### config.mk
export PLATFORM = sky130hd
export DESIGN_NAME = mem_access_unit
export DESIGN_NICKNAME = d
export VERILOG_FILES = /design/src/rtl/proc_defs.sv /design/src/rtl/register_variable_falling.sv /design/src/rtl/mem_access_unit.sv
export SDC_FILE = /design/constraint.sdc
export NUM_CORES = 1
export LEC_CHECK = 0
export ABC_AREA = 1
export CAP_MARGIN = 25
export CORE_UTILIZATION = 40
export DETAILED_ROUTE_END_ITERATION = 7
export DONT_BUFFER_PORTS = 1
export PLACE_DENSITY = 0.53
export SLEW_MARGIN = 10
export SYNTH_ARGS = -nofsm -noshare
export SYNTH_HDL_FRONTEND = slang
export SYNTH_HIERARCHICAL = 1
export SYNTH_SLANG_ARGS = --single-unit
### constraint.sdc
create_clock -name clk -period 2.2 [get_ports clk]
set_clock_uncertainty 0.15 [all_clocks]
set_input_delay 0.44 -clock clk [delete_from_list [all_inputs] [get_ports clk]]
set_output_delay 0.44 -clock clk [all_outputs]
set_load 0.05 [all_outputs]
### src/rtl/proc_defs.sv
// proc_defs: shared processor opcodes, memory-stage state encodings and decode helpers.
package proc_defs;

    localparam logic [4:0] OP_LW = 5'b01000;
    localparam logic [4:0] OP_SW = 5'b00111;

    typedef enum logic [1:0] {
        ST_IDLE = 2'b00,
        ST_WAIT = 2'b01,
        ST_DONE = 2'b10
    } mau_state_t;

    function automatic logic is_load_op(input logic [31:0] ir);
        return ir[31:27] == OP_LW;
    endfunction

endpackage

### src/rtl/register_variable_falling.sv
// register_variable_falling: W-bit enabled register updating on the falling clock edge.
module register_variable_falling #(
    parameter int W = 32
) (
    input  logic         clk,
    input  logic         reset,
    input  logic         en,
    input  logic [W-1:0] d,
    output logic [W-1:0] q
);

    always_ff @(negedge clk) begin
        if (reset)
            q <= '0;
        else if (en)
            q <= d;
    end

endmodule

### src/rtl/mem_access_unit.sv
// mem_access_unit: memory stage between the XM and MW latches; stalls the pipeline
// while a load/store waits on a ready-handshake memory, with a timeout abort.
module mem_access_unit
    import proc_defs::*;
#(
    parameter int ADDR_W  = 12,
    parameter int TIMEOUT = 255
) (
    input  logic              clk,
    input  logic              reset,
    input  logic              x_valid,
    input  logic [31:0]       ir_in,
    input  logic [31:0]       o_in,
    input  logic [31:0]       b_in,
    input  logic              mc_in,
    input  logic [4:0]        wc_in,
    input  logic              wb_we,
    input  logic [4:0]        wb_rd,
    input  logic [31:0]       wb_data,
    output logic              mem_req,
    output logic              mem_we,
    output logic [ADDR_W-1:0] mem_addr,
    output logic [31:0]       mem_wdata,
    input  logic [31:0]       mem_rdata,
    input  logic              mem_ready,
    output logic              stall,
    output logic              mw_valid,
    output logic [31:0]       mw_o,
    output logic [31:0]       mw_d,
    output logic [31:0]       mw_ir,
    output logic [4:0]        mw_wc,
    output logic              mem_err
);

    mau_state_t        state, state_nx;
    logic [7:0]        cnt;
    logic              is_mem, cap, fin, tmo, idle_s, wait_s, done_s;
    logic [31:0]       fwd_b, d_nx;
    logic [ADDR_W-1:0] c_addr;
    logic              c_we;
    logic [31:0]       c_wdata, c_ir, c_o, c_d;
    logic [4:0]        c_wc;

    assign idle_s = state == ST_IDLE;
    assign wait_s = state == ST_WAIT;
    assign done_s = state == ST_DONE;
    assign is_mem = x_valid && (is_load_op(ir_in) || mc_in);
    // Store data may be produced by the instruction currently in writeback.
    assign fwd_b  = (wb_we && wb_rd != 5'd0 && wb_rd == ir_in[26:22]) ? wb_data : b_in;
    assign tmo    = cnt == 8'(TIMEOUT - 1);
    assign cap    = idle_s && is_mem;
    assign fin    = wait_s && (mem_ready || tmo);
    assign d_nx   = (mem_ready && !c_we) ? mem_rdata : 32'd0;

    always_comb begin
        state_nx = state;
        state_nx = cap ? ST_WAIT : fin ? ST_DONE : done_s ? ST_IDLE : state;
    end

    always_ff @(negedge clk) begin
        if (reset) begin
            state   <= ST_IDLE;
            cnt     <= 8'd0;
            mem_err <= 1'b0;
        end else begin
            state <= state_nx;
            cnt   <= cap ? 8'd0 : (wait_s && !mem_ready) ? cnt + 8'd1 : cnt;
            if (wait_s && !mem_ready && tmo)
                mem_err <= 1'b1;
        end
    end

    register_variable_falling #(.W(ADDR_W)) u_addr (
        .clk(clk), .reset(reset), .en(cap), .d(o_in[ADDR_W-1:0]), .q(c_addr));
    register_variable_falling #(.W(1)) u_we (
        .clk(clk), .reset(reset), .en(cap), .d(mc_in), .q(c_we));
    register_variable_falling #(.W(32)) u_wdata (
        .clk(clk), .reset(reset), .en(cap), .d(fwd_b), .q(c_wdata));
    register_variable_falling #(.W(32)) u_ir (
        .clk(clk), .reset(reset), .en(cap), .d(ir_in), .q(c_ir));
    register_variable_falling #(.W(32)) u_o (
        .clk(clk), .reset(reset), .en(cap), .d(o_in), .q(c_o));
    register_variable_falling #(.W(5)) u_wc (
        .clk(clk), .reset(reset), .en(cap), .d(wc_in), .q(c_wc));
    // Timeouts and stores deliver zero as their MW data.
    register_variable_falling #(.W(32)) u_d (
        .clk(clk), .reset(reset), .en(fin), .d(d_nx), .q(c_d));

    always_comb begin
        mem_req   = !reset && wait_s;
        mem_we    = !reset && wait_s && c_we;
        mem_addr  = c_addr;
        mem_wdata = c_wdata;
        stall     = !reset && (wait_s || cap);
        mw_valid  = !reset && (done_s || (idle_s && x_valid && !is_mem));
        mw_o      = idle_s ? o_in : c_o;
        mw_ir     = idle_s ? ir_in : c_ir;
        mw_wc     = idle_s ? wc_in : c_wc;
        mw_d      = done_s ? c_d : 32'd0;
    end

endmodule

==> impl_metrics.json, run 1 <==
{
  "status": "finished, violations left",
  "violations": "setup timing",
  "wl_met1_mm": 11.5,
  "vdd_drop_max_mv": 0.549,
  "crit_arrival_ps": 2680,
  "synth.distinct_cells": 26,
  "drive_above_1_share_pct": 33.5,
  "setup_viol": 265,
  "hold_depth": 2,
  "total_power_mw": 10.8,
  "critPathRequiredTime_ps": 1610,
  "synth_seq_cells": 157,
  "yosys-top-cells-area": "dfxtp_1, nand2_1, nor2_1",
  "cts-root-buf": "clkbuf_16",
  "h-tree-depth": 4,
  "min_to": "u_d/q[7]",
  "cts_tree": "done",
  "clkSinkCount": 157,
  "critical_path.endpoint_type": "primary output",
  "numPortBuffers": 0,
  "cts_made_buffers": 17,
  "finalWeightedCongestion": 0.784,
  "worstHoldPathType": "reg -> reg",
  "startpoint": "state[1]",
  "critical_path.slowest_cell": "dfxtp_2",
  "clk_path_buf_depth": 2,
  "ant_nets": 0,
  "finalHoldViolations": 0,
  "reg2reg_slack_ps": 300,
  "layout_setup_ws_ps": -1070,
  "post-place-ws_ps": -794,
  "grt_pass1_wl_mm": 44.5,
  "dieWidth_um": 150,
  "wl_met2_mm": 16.2,
  "hold_path_startpoint": "u_d/q[7]",
  "area_growth_pct": 81.0,
  "yosysSeqAreaShare_pct": 35.9,
  "clkTransAtPathRegs_ps": 30,
  "r2r_start": "state[1]",
  "slew_violations": 0,
  "vias": 9831,
  "cts_hold_buf": 0,
  "rows": 53,
  "syn_area_mm2": 0.00875,
  "r2r-end": "u_wdata/q[5]",
  "ys_warn_count": 6,
  "leakage_nw": 7.90,
  "rsz0062_at_grt": "true",
  "wl_per_cell_um": 15.0,
  "antenna_cells": 0,
  "final_common_cell": "inv_1",
  "grt_max_degree": 63,
  "mostFrequentLayoutCells": "inv_1, nand2_1, nor2_1",
  "drc_errors": 0,
  "io_pins": 326,
  "path_buf_inv": 3,
  "grtUsageTotal_pct": 25.4,
  "die_area_mm2": 0.0225,
  "clk_latency_ps": 470,
  "crit_chain": "inv_4 > nand2_8 > nor2_4 > nand2_4 > buf_6 > a21oi_4 > buf_12",
  "overflow": 0,
  "drt_wl_total_mm": 31.7,
  "synth_top_area_share_pct": 35.9,
  "r2r_cells": 11,
  "drtIter0Drc": 433,
  "first_pass_iters": 6,
  "fp.dieH_um": 150,
  "hpwl_mm": 18.8,
  "cpPeakStageDelay_ps": 320,
  "syn_inst": 1522,
  "cap_viol_max_count": 0,
  "cpLargestDelayFamily": "buffers and inverters",
  "post-route-util_pct": 74.7,
  "finalSetupTns_ps": -158480,
  "antenna_found_initial": 0,
  "cp_max_fo": 6,
  "grt_pass1_vias": 9419,
  "wl_met3_mm": 3.26,
  "fin_nets": 2006,
  "critPathLaunchType": "register",
  "initial_utilization_pct": 41.2,
  "critPathKind": "reg -> out",
  "vias_per_cell": 4.65,
  "tightest_slew_ps": 443,
  "relSlewSlack_pct": 70.4,
  "core_mm2": 0.0212,
  "yosysTopAreaCell": "dfxtp_1",
  "power_density_mw_per_mm2": 679,
  "synth_fp_nets": 1700,
  "syn_area_per_cell_um2": 5.75,
  "top_layer_used": "met4"
}
[power breakdown]
group / switching [mW] / internal [mW]
Sequential: 0.168 / 3.10
Clock: 2.02 / 1.93
Combinational: 2.14 / 1.39
Total: 4.33 / 6.42
[flip-flops by register name, summed over array words and instances, names as in the netlist, 2 cells and up]
name and count:
cnt 8, state 2, u_addr/q 12, u_d/q 32, u_ir/q 32, u_o/q 32, u_wc/q 5, u_wdata/q 32
[worst max path at each step]
stage | end | slack [ps] | cells after the start
CTS | stall | -1110 | 7
global route | stall | -1140 | 7
finish | stall | -1070 | 7
global placement | u_wdata/q[12] | -770 | 9
detailed placement | u_o/q[0] | -790 | 9
floorplan | mw_valid | -600 | 5
[cells in the mapped netlist]
master    count
clkbuf_2      6
xnor2_1       1
nor2_4        2
o21ai_0      32
buf_2        19
buf_6        33
nand2_2      13
nor2_1      371
dfxtp_1     157
nand3_1       5
nand2_4       2
inv_2         4
a21oi_1       7
ha_1          2
nand4_1       1
nor2_8        1
o21ai_1      11
or2_0         1
nor2_2        2
xor2_1        1
nor3_1        3
a31oi_1       1
buf_12        1
clkbuf_1     14
inv_1       250
nand2_1     582
[stage by stage]
| stage | hold slack [ps] | instance area [um2] | instances |
|---|---|---|---|
| CTS | 315 | 15000 | 2090 |
| floorplan | 290 | 10900 | 1522 |
| detailed placement | 310 | 12800 | 1867 |
| finish | 314 | 15800 | 2115 |
| global route | 323 | 15800 | 2115 |
| global placement | 298 | 12800 | 1867 |
[worst min-delay path: cells and delay by family (launching register included)]
kind / cells / cell delay (ps)
simple gates: 2 / 130
flops: 1 / 300
[cell type report]
cell class	count	area (um2)
clock buffer	17	425
clock inverter	171	704
fill	1638	5380
inverter	246	1000
multi-input combinational	1040	6420
sequential	157	3200
tap	275	344
timing repair buffer	209	3750
[cells by family after synthesis]
kind of cell | Yosys count | share of synthesized area [%]
AOI/OAI and AO/OA | 51 | 2.93
buffers and inverters | 327 | 17.4
xor gates and xnor gates | 2 | 0.200
DFF | 157 | 35.9
adders and majority gates | 2 | 0.286
and+or+nand+nor | 983 | 43.3
[metal layers]
layer  vias to the layer above  track usage [%]
li1                       4994                -
met2                       326             43.9
met4                         0             11.5
met3                        41             14.2
met1                      4470             24.5
met5                         -                0
[timing repair]
item,4_1_cts,5_1_grt
gates cloned,18,25
hold endpoints to repair,0,0
pin swaps,37,63
resized for setup,154,125
buffers inserted,25,8
endpoints found under the setup margin,273,273
(Power assumes the default switching activity.)
==> inputs of run 2 (changes only) <==
- GPL_TIMING_DRIVEN: not set -> 0
- PLACE_DENSITY: 0.53 -> not set
- clock period: 2.2 -> 3 ns (I/O delays scaled with it)
==> run 2 against run 1 <==
Against the previous run: the run still ends with setup timing left; power decreased by 31%; wire length decreased by 14%; via count decreased by 7.1%; highest routed layer unchanged; largest power group unchanged; critical path depth decreased by 2.
==> impl_metrics.json, run 2 (synthesis results as in run 1) <==
{
  "status": "finished, violations left",
  "fin_nets": 1906,
  "setup_viol": 250,
  "overflow": 0,
  "drive_above_1_share_pct": 27.4,
  "area_growth_pct": 56.0,
  "numPortBuffers": 0,
  "stdcell_area_mm2": 0.0137,
  "finalSetupTns_ps": -94480,
  "placed_cell_area_mm2": 0.0113,
  "grt_pass1_vias": 8693,
  "fp.dieH_um": 150,
  "cts_made_buffers": 17,
  "power_density_mw_per_mm2": 546,
  "leakage_nw": 6.92,
  "rsz0062_at_grt": "true",
  "dieWidth_um": 150,
  "rows": 53,
  "post-place-ws_ps": -725,
  "clk_path_buf_depth": 2,
  "min_to": "u_ir/q[27]",
  "drtIter0Drc": 291,
  "worstHoldPathType": "reg -> reg",
  "drt_wl_total_mm": 27.1,
  "r2r_cells": 11,
  "io_pins": 326,
  "drc_errors": 0,
  "post-route-util_pct": 64.3,
  "critical_path.endpoint_type": "primary output",
  "crit_arrival_ps": 3110,
  "antenna_found_initial": 1,
  "total_power_mw": 7.45,
  "ant_nets": 0,
  "hpwl_mm": 19.3,
  "grt_max_degree": 17,
  "slew_violations": 0,
  "relSlewSlack_pct": 64.4,
  "clkTransAtPathRegs_ps": 30,
  "grt_pass1_wl_mm": 41.3,
  "cts_tree": "done",
  "die_area_mm2": 0.0225,
  "violations": "setup timing",
  "mostFrequentLayoutCells": "nand2_1, inv_1, nor2_1",
  "first_pass_iters": 5,
  "vias_per_cell": 4.54,
  "vias": 9132,
  "reg2reg_slack_ps": 1110,
  "clkSinkCount": 157,
  "cts-root-buf": "clkbuf_16",
  "grtUsageTotal_pct": 23.7,
  "r2r-end": "u_d/q[9]",
  "hold_depth": 2,
  "r2r_start": "cnt[2]",
  "cap_viol_max_count": 0,
  "h-tree-depth": 4,
  "core_mm2": 0.0212,
  "critPathRequiredTime_ps": 2250,
  "layout_setup_ws_ps": -859,
  "initial_utilization_pct": 41.2,
  "wl_per_cell_um": 13.5,
  "clk_latency_ps": 450,
  "vdd_drop_max_mv": 0.383,
  "cts_hold_buf": 0,
  "critPathLaunchType": "register",
  "critPathKind": "reg -> out",
  "finalHoldViolations": 0,
  "nFillCells": 1969,
  "final_common_cell": "nand2_1",
  "cp_max_fo": 6,
  "finalWeightedCongestion": 0.828,
  "tightest_slew_ps": 532,
  "hold_path_startpoint": "u_ir/q[27]"
}
==> run 2: cell types whose count changed in the layout (fill, tap and decap cells not counted), sizes merged <==
| cell | before | now |
|---|---|---|
| buf | 189 | 89 |
| bufinv | 1 | 2 |
| clkbuf | 37 | 39 |
| clkinvlp | 4 | 5 |
| diode | 0 | 1 |
| inv | 410 | 405 |
| nand2 | 599 | 597 |
==> run 2: repair_timing <==
action | CTS | global route
cloned | 11 | 6
endpoints found under the setup margin | 263 | 258
endpoints found under the hold margin | 0 | 0
gates resized for setup | 164 | 92
buffers inserted | 20 | 11
pin swaps | 32 | 44
==> run 2: where the power goes <==
part	leakage (nW)	internal [mW]	total, mW	switching, mW
Clock	1.10	1.48	2.89	1.41
Combinational	4.50	0.730	2.01	1.28
Sequential	1.32	2.26	2.55	0.293
==> run 2: layer usage <==
| metal | GRT usage [%] | vias up | part of all wire [%] |
|---|---|---|---|
| met2 | 39.7 | 300 | 49 |
| met1 | 24.1 | 4039 | 39 |
| met5 | 0 | - | 0 |
| met3 | 13.6 | 25 | 11 |
| li1 | - | 4768 | - |
| met4 | 9.85 | 0 | 1.6 |
==> run 2: worst max-delay path, stage by stage, from the launching register on <==
cell and delay, ps:
dfxtp_2 330, inv_4 90, nand2_8 90, nor2_4 150
nand3_4 100, a21oi_4 400
==> run 2: per-stage QoR <==
| stage | instances | hold WS, ps |
|---|---|---|
| finish | 2013 | 311 |
| global route | 2013 | 334 |
| CTS | 2002 | 315 |
| detailed placement | 1797 | 308 |
| global placement | 1797 | 302 |
| floorplan | 1522 | 290 |
==> run 2: worst max-delay path by stage <==
stage / end / slack, ps / startpoint
after floorplan: mw_valid / -360 / state[1]
after global placement: u_ir/q[25] / -710 / ir_in[30]
after detailed placement: u_ir/q[3] / -730 / ir_in[28]
after CTS: mw_valid / -910 / state[0]
after global routing: mw_valid / -920 / state[0]
final: mw_valid / -860 / state[0]
==> run 2: final cells by class <==
cell class	instances	area (um2)	area share (%)
clock buffer	17	425	3.12
sequential	157	3320	24.3
antenna	1	2.50	0.0183
timing repair buffer	46	779	5.71
clock inverter	168	704	5.16
tap	275	344	2.52
multi-input combinational	1038	6320	46.3
inverter	246	956	7.00
buffer	65	807	5.91
